$ cat src/rtl/fault_log_pkg.sv
// Shared record layout, frame constants and serializer state
// for the fault event logger.
package fault_log_pkg;

    localparam int REC_W      = 8;
    localparam int FRAME_BITS = 10;
    localparam int CLASS_LSB  = 6;
    localparam int CODE_LSB   = 3;
    localparam int Q_BIT      = 2;
    localparam int SEQ_W      = 2;

    typedef enum logic [1:0] {
        IDLE,
        START,
        DATA,
        STOP
    } tx_state_e;

    function automatic logic [REC_W-1:0] pack_record(
        input logic [1:0]       cls,
        input logic [2:0]       code,
        input logic             q,
        input logic [SEQ_W-1:0] seq
    );
        logic [REC_W-1:0] r;
        r                  = '0;
        r[CLASS_LSB +: 2]  = cls;
        r[CODE_LSB +: 3]   = code;
        r[Q_BIT]           = q;
        r[SEQ_W-1:0]       = seq;
        return r;
    endfunction

endpackage

$ cat src/rtl/fault_log_uart_tx.sv
// 8N1 serializer: pops one record from the FIFO when idle and
// shifts it out LSB first with registered tx/busy.
module fault_log_uart_tx
    import fault_log_pkg::*;
#(
    parameter int BAUD_DIV = 16
) (
    input  logic             clk,
    input  logic             reset,
    input  logic             empty_i,
    input  logic [REC_W-1:0] data_i,
    output logic             pop_o,
    output logic             tx_o,
    output logic             busy_o
);

    localparam int             BW        = $clog2(BAUD_DIV);
    localparam logic [BW-1:0]  BAUD_LAST = BW'(BAUD_DIV - 1);
    localparam logic [BW-1:0]  BAUD_ONE  = BW'(1);
    localparam logic [2:0]     BIT_LAST  = 3'(FRAME_BITS - 3);

    tx_state_e        state_q;
    logic [BW-1:0]    baud_q;
    logic [2:0]       bit_q;
    logic [REC_W-1:0] shift_q;
    logic             tx_q;
    logic             busy_q;
    logic             ready;
    logic             baud_done;

    assign ready     = (state_q == IDLE);
    assign pop_o     = ready && !empty_i;
    assign baud_done = (baud_q == BAUD_LAST);
    assign tx_o      = tx_q;
    assign busy_o    = busy_q;

    always_ff @(posedge clk or posedge reset) begin
        if (reset) begin
            state_q <= IDLE;
            baud_q  <= '0;
            bit_q   <= '0;
            shift_q <= '0;
            tx_q    <= 1'b1;
            busy_q  <= 1'b0;
        end else begin
            // Baud counter restarts at every bit boundary and rests at 0 in IDLE.
            if (ready || baud_done) begin
                baud_q <= '0;
            end else begin
                baud_q <= baud_q + BAUD_ONE;
            end

            case (state_q)
                IDLE: begin
                    if (pop_o) begin
                        shift_q <= data_i;
                        tx_q    <= 1'b0;
                        busy_q  <= 1'b1;
                        state_q <= START;
                    end
                end
                START: begin
                    if (baud_done) begin
                        tx_q    <= shift_q[0];
                        shift_q <= shift_q >> 1;
                        bit_q   <= '0;
                        state_q <= DATA;
                    end
                end
                DATA: begin
                    if (baud_done) begin
                        if (bit_q == BIT_LAST) begin
                            tx_q    <= 1'b1;
                            state_q <= STOP;
                        end else begin
                            tx_q    <= shift_q[0];
                            shift_q <= shift_q >> 1;
                            bit_q   <= bit_q + 3'd1;
                        end
                    end
                end
                STOP: begin
                    if (baud_done) begin
                        busy_q  <= 1'b0;
                        state_q <= IDLE;
                    end
                end
                default: begin
                    state_q <= IDLE;
                end
            endcase
        end
    end

endmodule

$ cat src/rtl/fault_event_logger.sv
// Detects new fault tuples, packs them into sequenced records,
// buffers them in a FIFO and drains them over an 8N1 line.
module fault_event_logger
    import fault_log_pkg::*;
#(
    parameter int DEPTH    = 8,
    parameter int BAUD_DIV = 16,
    parameter int CNT_W    = 8
) (
    input  logic                     clk,
    input  logic                     reset,
    input  logic                     q_in,
    input  logic [2:0]               fault_code,
    input  logic [1:0]               fault_class,
    input  logic                     clr,
    output logic                     tx,
    output logic                     busy,
    output logic                     overflow,
    output logic [CNT_W-1:0]         event_count,
    output logic [$clog2(DEPTH):0]   fifo_level
);

    localparam int               AW      = $clog2(DEPTH);
    localparam int               TW      = 6;
    localparam logic [AW:0]      PTR_ONE = (AW+1)'(1);
    localparam logic [CNT_W-1:0] CNT_ONE = CNT_W'(1);
    localparam logic [SEQ_W-1:0] SEQ_ONE = SEQ_W'(1);

    logic [TW-1:0]    tuple;
    logic [TW-1:0]    prev_q;
    logic             evt;
    logic [REC_W-1:0] rec;

    logic [SEQ_W-1:0] seq_q, seq_d;
    logic [CNT_W-1:0] cnt_q, cnt_d;
    logic             ovf_q, ovf_d;
    logic [AW:0]      wr_q, wr_d;
    logic [AW:0]      rd_q, rd_d;

    logic [REC_W-1:0] mem_q [DEPTH];
    logic             full;
    logic             empty;
    logic             push;
    logic             pop;

    assign tuple = {fault_class, fault_code, q_in};
    assign evt   = (fault_code != 3'd0) && (tuple != prev_q);
    assign rec   = pack_record(fault_class, fault_code, q_in, seq_q);

    assign empty = (wr_q == rd_q);
    assign full  = (wr_q[AW-1:0] == rd_q[AW-1:0]) && (wr_q[AW] != rd_q[AW]);
    // A same-edge pop frees the slot the push needs.
    assign push  = evt && (!full || pop);

    always_comb begin
        seq_d = seq_q;
        cnt_d = cnt_q;
        ovf_d = ovf_q;
        wr_d  = wr_q;
        rd_d  = rd_q;

        if (push) begin
            wr_d = wr_q + PTR_ONE;
        end
        if (pop) begin
            rd_d = rd_q + PTR_ONE;
        end

        if (clr) begin
            seq_d = '0;
            cnt_d = '0;
            ovf_d = 1'b0;
        end else if (evt) begin
            seq_d = seq_q + SEQ_ONE;
            if (cnt_q != {CNT_W{1'b1}}) begin
                cnt_d = cnt_q + CNT_ONE;
            end
            if (!push) begin
                ovf_d = 1'b1;
            end
        end
    end

    always_ff @(posedge clk or posedge reset) begin
        if (reset) begin
            prev_q <= '0;
            seq_q  <= '0;
            cnt_q  <= '0;
            ovf_q  <= 1'b0;
            wr_q   <= '0;
            rd_q   <= '0;
        end else begin
            prev_q <= tuple;
            seq_q  <= seq_d;
            cnt_q  <= cnt_d;
            ovf_q  <= ovf_d;
            wr_q   <= wr_d;
            rd_q   <= rd_d;
        end
    end

    always_ff @(posedge clk) begin
        if (push) begin
            mem_q[wr_q[AW-1:0]] <= rec;
        end
    end

    fault_log_uart_tx #(
        .BAUD_DIV (BAUD_DIV)
    ) u_tx (
        .clk     (clk),
        .reset   (reset),
        .empty_i (empty),
        .data_i  (mem_q[rd_q[AW-1:0]]),
        .pop_o   (pop),
        .tx_o    (tx),
        .busy_o  (busy)
    );

    assign overflow    = ovf_q;
    assign event_count = cnt_q;
    assign fifo_level  = wr_q - rd_q;

endmodule

$ cat config.mk
export PLATFORM = sky130hd
export DESIGN_NAME = fault_event_logger
export DESIGN_NICKNAME = d
export VERILOG_FILES = /design/src/rtl/fault_log_pkg.sv /design/src/rtl/fault_log_uart_tx.sv /design/src/rtl/fault_event_logger.sv
export SDC_FILE = /design/constraint.sdc
export NUM_CORES = 1
export LEC_CHECK = 0
export ABC_AREA = 1
export ABC_CLOCK_PERIOD_IN_PS = 4150
export BUFFER_PORTS_ARGS = -buffer_cell sky130_fd_sc_hd__buf_2
export CORE_ASPECT_RATIO = 0.6
export CORE_MARGIN = 1.5
export CORE_UTILIZATION = 60
export CTS_BUF_LIST = sky130_fd_sc_hd__clkbuf_8
export CTS_CLUSTER_SIZE = 24
export DETAILED_ROUTE_END_ITERATION = 6
export PLACE_DENSITY = 0.87
export RECOVER_POWER = 25
export SYNTH_ARGS = -nofsm -noshare
export SYNTH_HDL_FRONTEND = slang
export SYNTH_SLANG_ARGS = --single-unit
export TNS_END_PERCENT = 1
$ cat constraint.sdc
create_clock -name clk -period 4.15 [get_ports clk]
set_clock_uncertainty 0.15 [all_clocks]
set_input_delay 0.415 -clock clk [delete_from_list [all_inputs] [get_ports clk]]
set_output_delay 0.415 -clock clk [all_outputs]
set_load 0.02 [all_outputs]
==> run summary <==
r2r setup slk -> 0.73 ns
Nets -> 560
CTS root buffer -> clkbuf_8
maximum level of the CTS H-tree -> 3
vias per cell -> 5.72
Worst Hold End -> overflow
warnings from Yosys -> 0
CTS Buf Count -> 9
Ports -> 24
port bufs -> 23
Post-synth EDFFs -> 64
Slew HR -> -58.5%
grt total ovfl -> 0
R2R Path Start -> rd_q[1]
failing checks -> capacitance limit, slew limit
Worst EP required -> 4.02 ns
crit path DAT -> 3.29 ns
Worst Path Buf+Inv -> 1
proportion of layout cells with a drive suffix above 1 -> 8.32%
PwrDens -> 754 nW/um^2
Worst Reg-to-Reg Cells -> 9
hold path depth -> 2
deepest clock path buffer count -> 2
setup TNS -> 0 ns
worst reg2reg path endpoint -> mem_q[5][5]
status -> finished with violations
Async SR Flop Fraction -> 40.7%
final setup fails -> 0
Die Wd -> 121 microns
Final GP Congestion -> 0.976
hold path startpoint -> clr
Setup CP Type -> flop to flop
Max VDD drop -> 0.343 mV
Setup WS post-layout -> 0.733 ns
slowest CP cell -> dfrtp_1
row cnt -> 25
sequential element share of the synthesized area -> 60.8%
DRC Markers -> 0
initial core utilization -> 62.6%
Seq cells post-synth -> 108
Hold WC Path Type -> primary input to flop
syn_nets -> 539
PostCTS Resize Cnt -> 0
synth unique cells -> 32
all-layer global routing usage -> 26.9%
Tcrit/Tclk final -> 82.3%
CP top delay family -> simple AND/OR/NAND/NOR gates
Die Y-Extent -> 73.5 microns
CTS sink cnt -> 108
post-layout min period -> 3.42 ns
endpoint class of the critical path -> flop
worst skew pair latency -> 0.39 ns
post-layout util -> 68.1%
first-pass GRT wire length -> 17200 microns
ys flop type -> edfxtp_1
largest net degree at the start of global routing -> 45
fmax -> 0.293 GHz
crit-path max FO -> 22
RSZ-0062 raised after global routing -> false
initial DRC count -> 418
Pleak -> 2.44 nW
Cells after Synth -> 515
Core Area -> 7950 sq um
Synth Cell Area -> 4970 sq um
cts hold-fix bufs -> 0
First-pass DRT Iterations -> 5
antenna violations before repair -> 0
Die ar. -> 8860 sq um
crit path cell chain -> inv_1, ha_1, nand2_1, nor2_1, nand2_1, nor2_1, nor2_2, nand2_1, nor2_1
Hold Fails Final Rpt -> 0
max_cap viols -> 1
Layout Area Growth over Synthesis -> 8.76%
ant diodes -> 0
syn_area_per_cell -> 9.65 sq um
worst slew pin tran -> 2.38 ns
clk slew on worst S/H paths -> 0.10 ns
vias in the first global route -> 3487
Fill cells -> 612
vias post-DR -> 3715
CTS tree -> yes
DP HPWL -> 7650 microns
drt total wl -> 10900 microns
max-slew violations -> 45
Worst path max stage delay -> 0.81 ns
antenna-violating nets left -> 0
critical path startpoint category -> flop
dpl ws -> 0.815 ns
post-CTS setup buffers -> 0
wire per inst -> 16.8 microns
worst max-delay path by stage:
stage          cells past startpoint  startpoint          end
2_1_floorplan                     10     rd_q[1]  mem_q[0][0]
3_3_place_gp                       9     rd_q[1]  mem_q[4][7]
3_5_place_dp                       9     rd_q[1]  mem_q[2][5]
4_1_cts                            9     rd_q[1]  mem_q[2][1]
5_1_grt                            9     rd_q[1]  mem_q[4][5]
6_report                           9     rd_q[1]  mem_q[5][5]
layer usage:
metal | part of all wire (%) | vias to the layer above | GRT usage (%)
met3 | 12 | 31 | 12.4
li1 | - | 1740 | -
met1 | 42 | 1767 | 35.6
met5 | 0.33 | - | 4.55
met4 | 2.2 | 2 | 10.3
met2 | 43 | 175 | 38.6
synthesized netlist by cell type, types with 2 or more instances:
cell      instances  area [sq um]
a21oi_1          11          55.1
a21oi_2           2          17.5
a32o_1            2          20.0
buf_2             7          35.0
clkbuf_1          6          22.5
dfrtp_1          43          1080
edfxtp_1         64          1920
ha_1             14           175
inv_1            41           154
nand2_1         146           548
nand3_1          57           285
nand3_2           3          30.0
nand3b_1          2          15.0
nor2_1           67           251
nor3_1            2          10.0
o21ai_0          21           105
xnor2_1           4          35.0
xor2_1            9          78.8
cell families after synthesis:
group                      after synthesis  synth area share (%)
xor gates and xnor gates                14                  2.62
buffers and inverters                   57                  4.63
and+or+nand+nor                        282                  23.7
DFF                                    108                  60.8
adders and majority gates               15                  3.93
AOI/OAI and AO/OA                       39                  4.35
power breakdown:
part           total [mW]  internal [mW]  leakage (nW)  switching [mW]
registers            1.66           1.46          1.14           0.201
logic                1.64          0.515          1.17            1.12
clock network       0.779          0.412         0.128           0.367
total                4.08           2.38          2.44            1.69
worst reg2reg max path: cells and delay by family (launching register included):
kind / cells / cell delay [ns]
flops: 1 / 0.81
buf+inv: 1 / 0.47
fa+ha+maj: 1 / 0.42
simple gates: 7 / 1.19
area by class of cell:
| class | count | area, sq um | share of cell area (%) |
|---|---|---|---|
| clock inverters | 7 | 130 | 2.41 |
| clock buffers | 9 | 124 | 2.29 |
| multi-input cells | 350 | 1720 | 31.8 |
| flip-flops and latches | 108 | 3020 | 55.9 |
| well taps | 108 | 135 | 2.50 |
| inverters | 42 | 158 | 2.92 |
| repair buffers | 25 | 119 | 2.20 |
stage by stage:
step           hold WS, ns  power (mW)  instance area, sq um  cells
2_1_floorplan        0.281        2.86                  4970    515
3_3_place_gp         0.297        3.21                  5160    633
3_5_place_dp         0.303        3.28                  5160    633
4_1_cts            0.00472        4.06                  5420    649
5_1_grt              0.156        4.36                  5410    649
6_report             0.161        4.08                  5410    649
flip-flops by register name, summed over array words and instances, names as in the netlist:
register      flops
event_count       8
mem_q            64
overflow          1
prev_q            6
rd_q              4
seq_q             2
u_tx.baud_q       4
u_tx.bit_q        3
u_tx.busy_o       1
u_tx.shift_q      8
u_tx.state_q      2
u_tx.tx_o         1
wr_q              4
cell usage in the layout (no fill, tap or decap), types with 7 or more instances in the layout:
master,instances
clkbuf_1,7
nor2_1,67
dfrtp_1,43
clkbuf_8,9
a21oi_1,11
buf_2,17
inv_1,40
ha_1,14
nand2_1,146
xor2_1,9
nand3_1,57
edfxtp_1,64
o21ai_0,21
(Power assumes the default switching activity.)
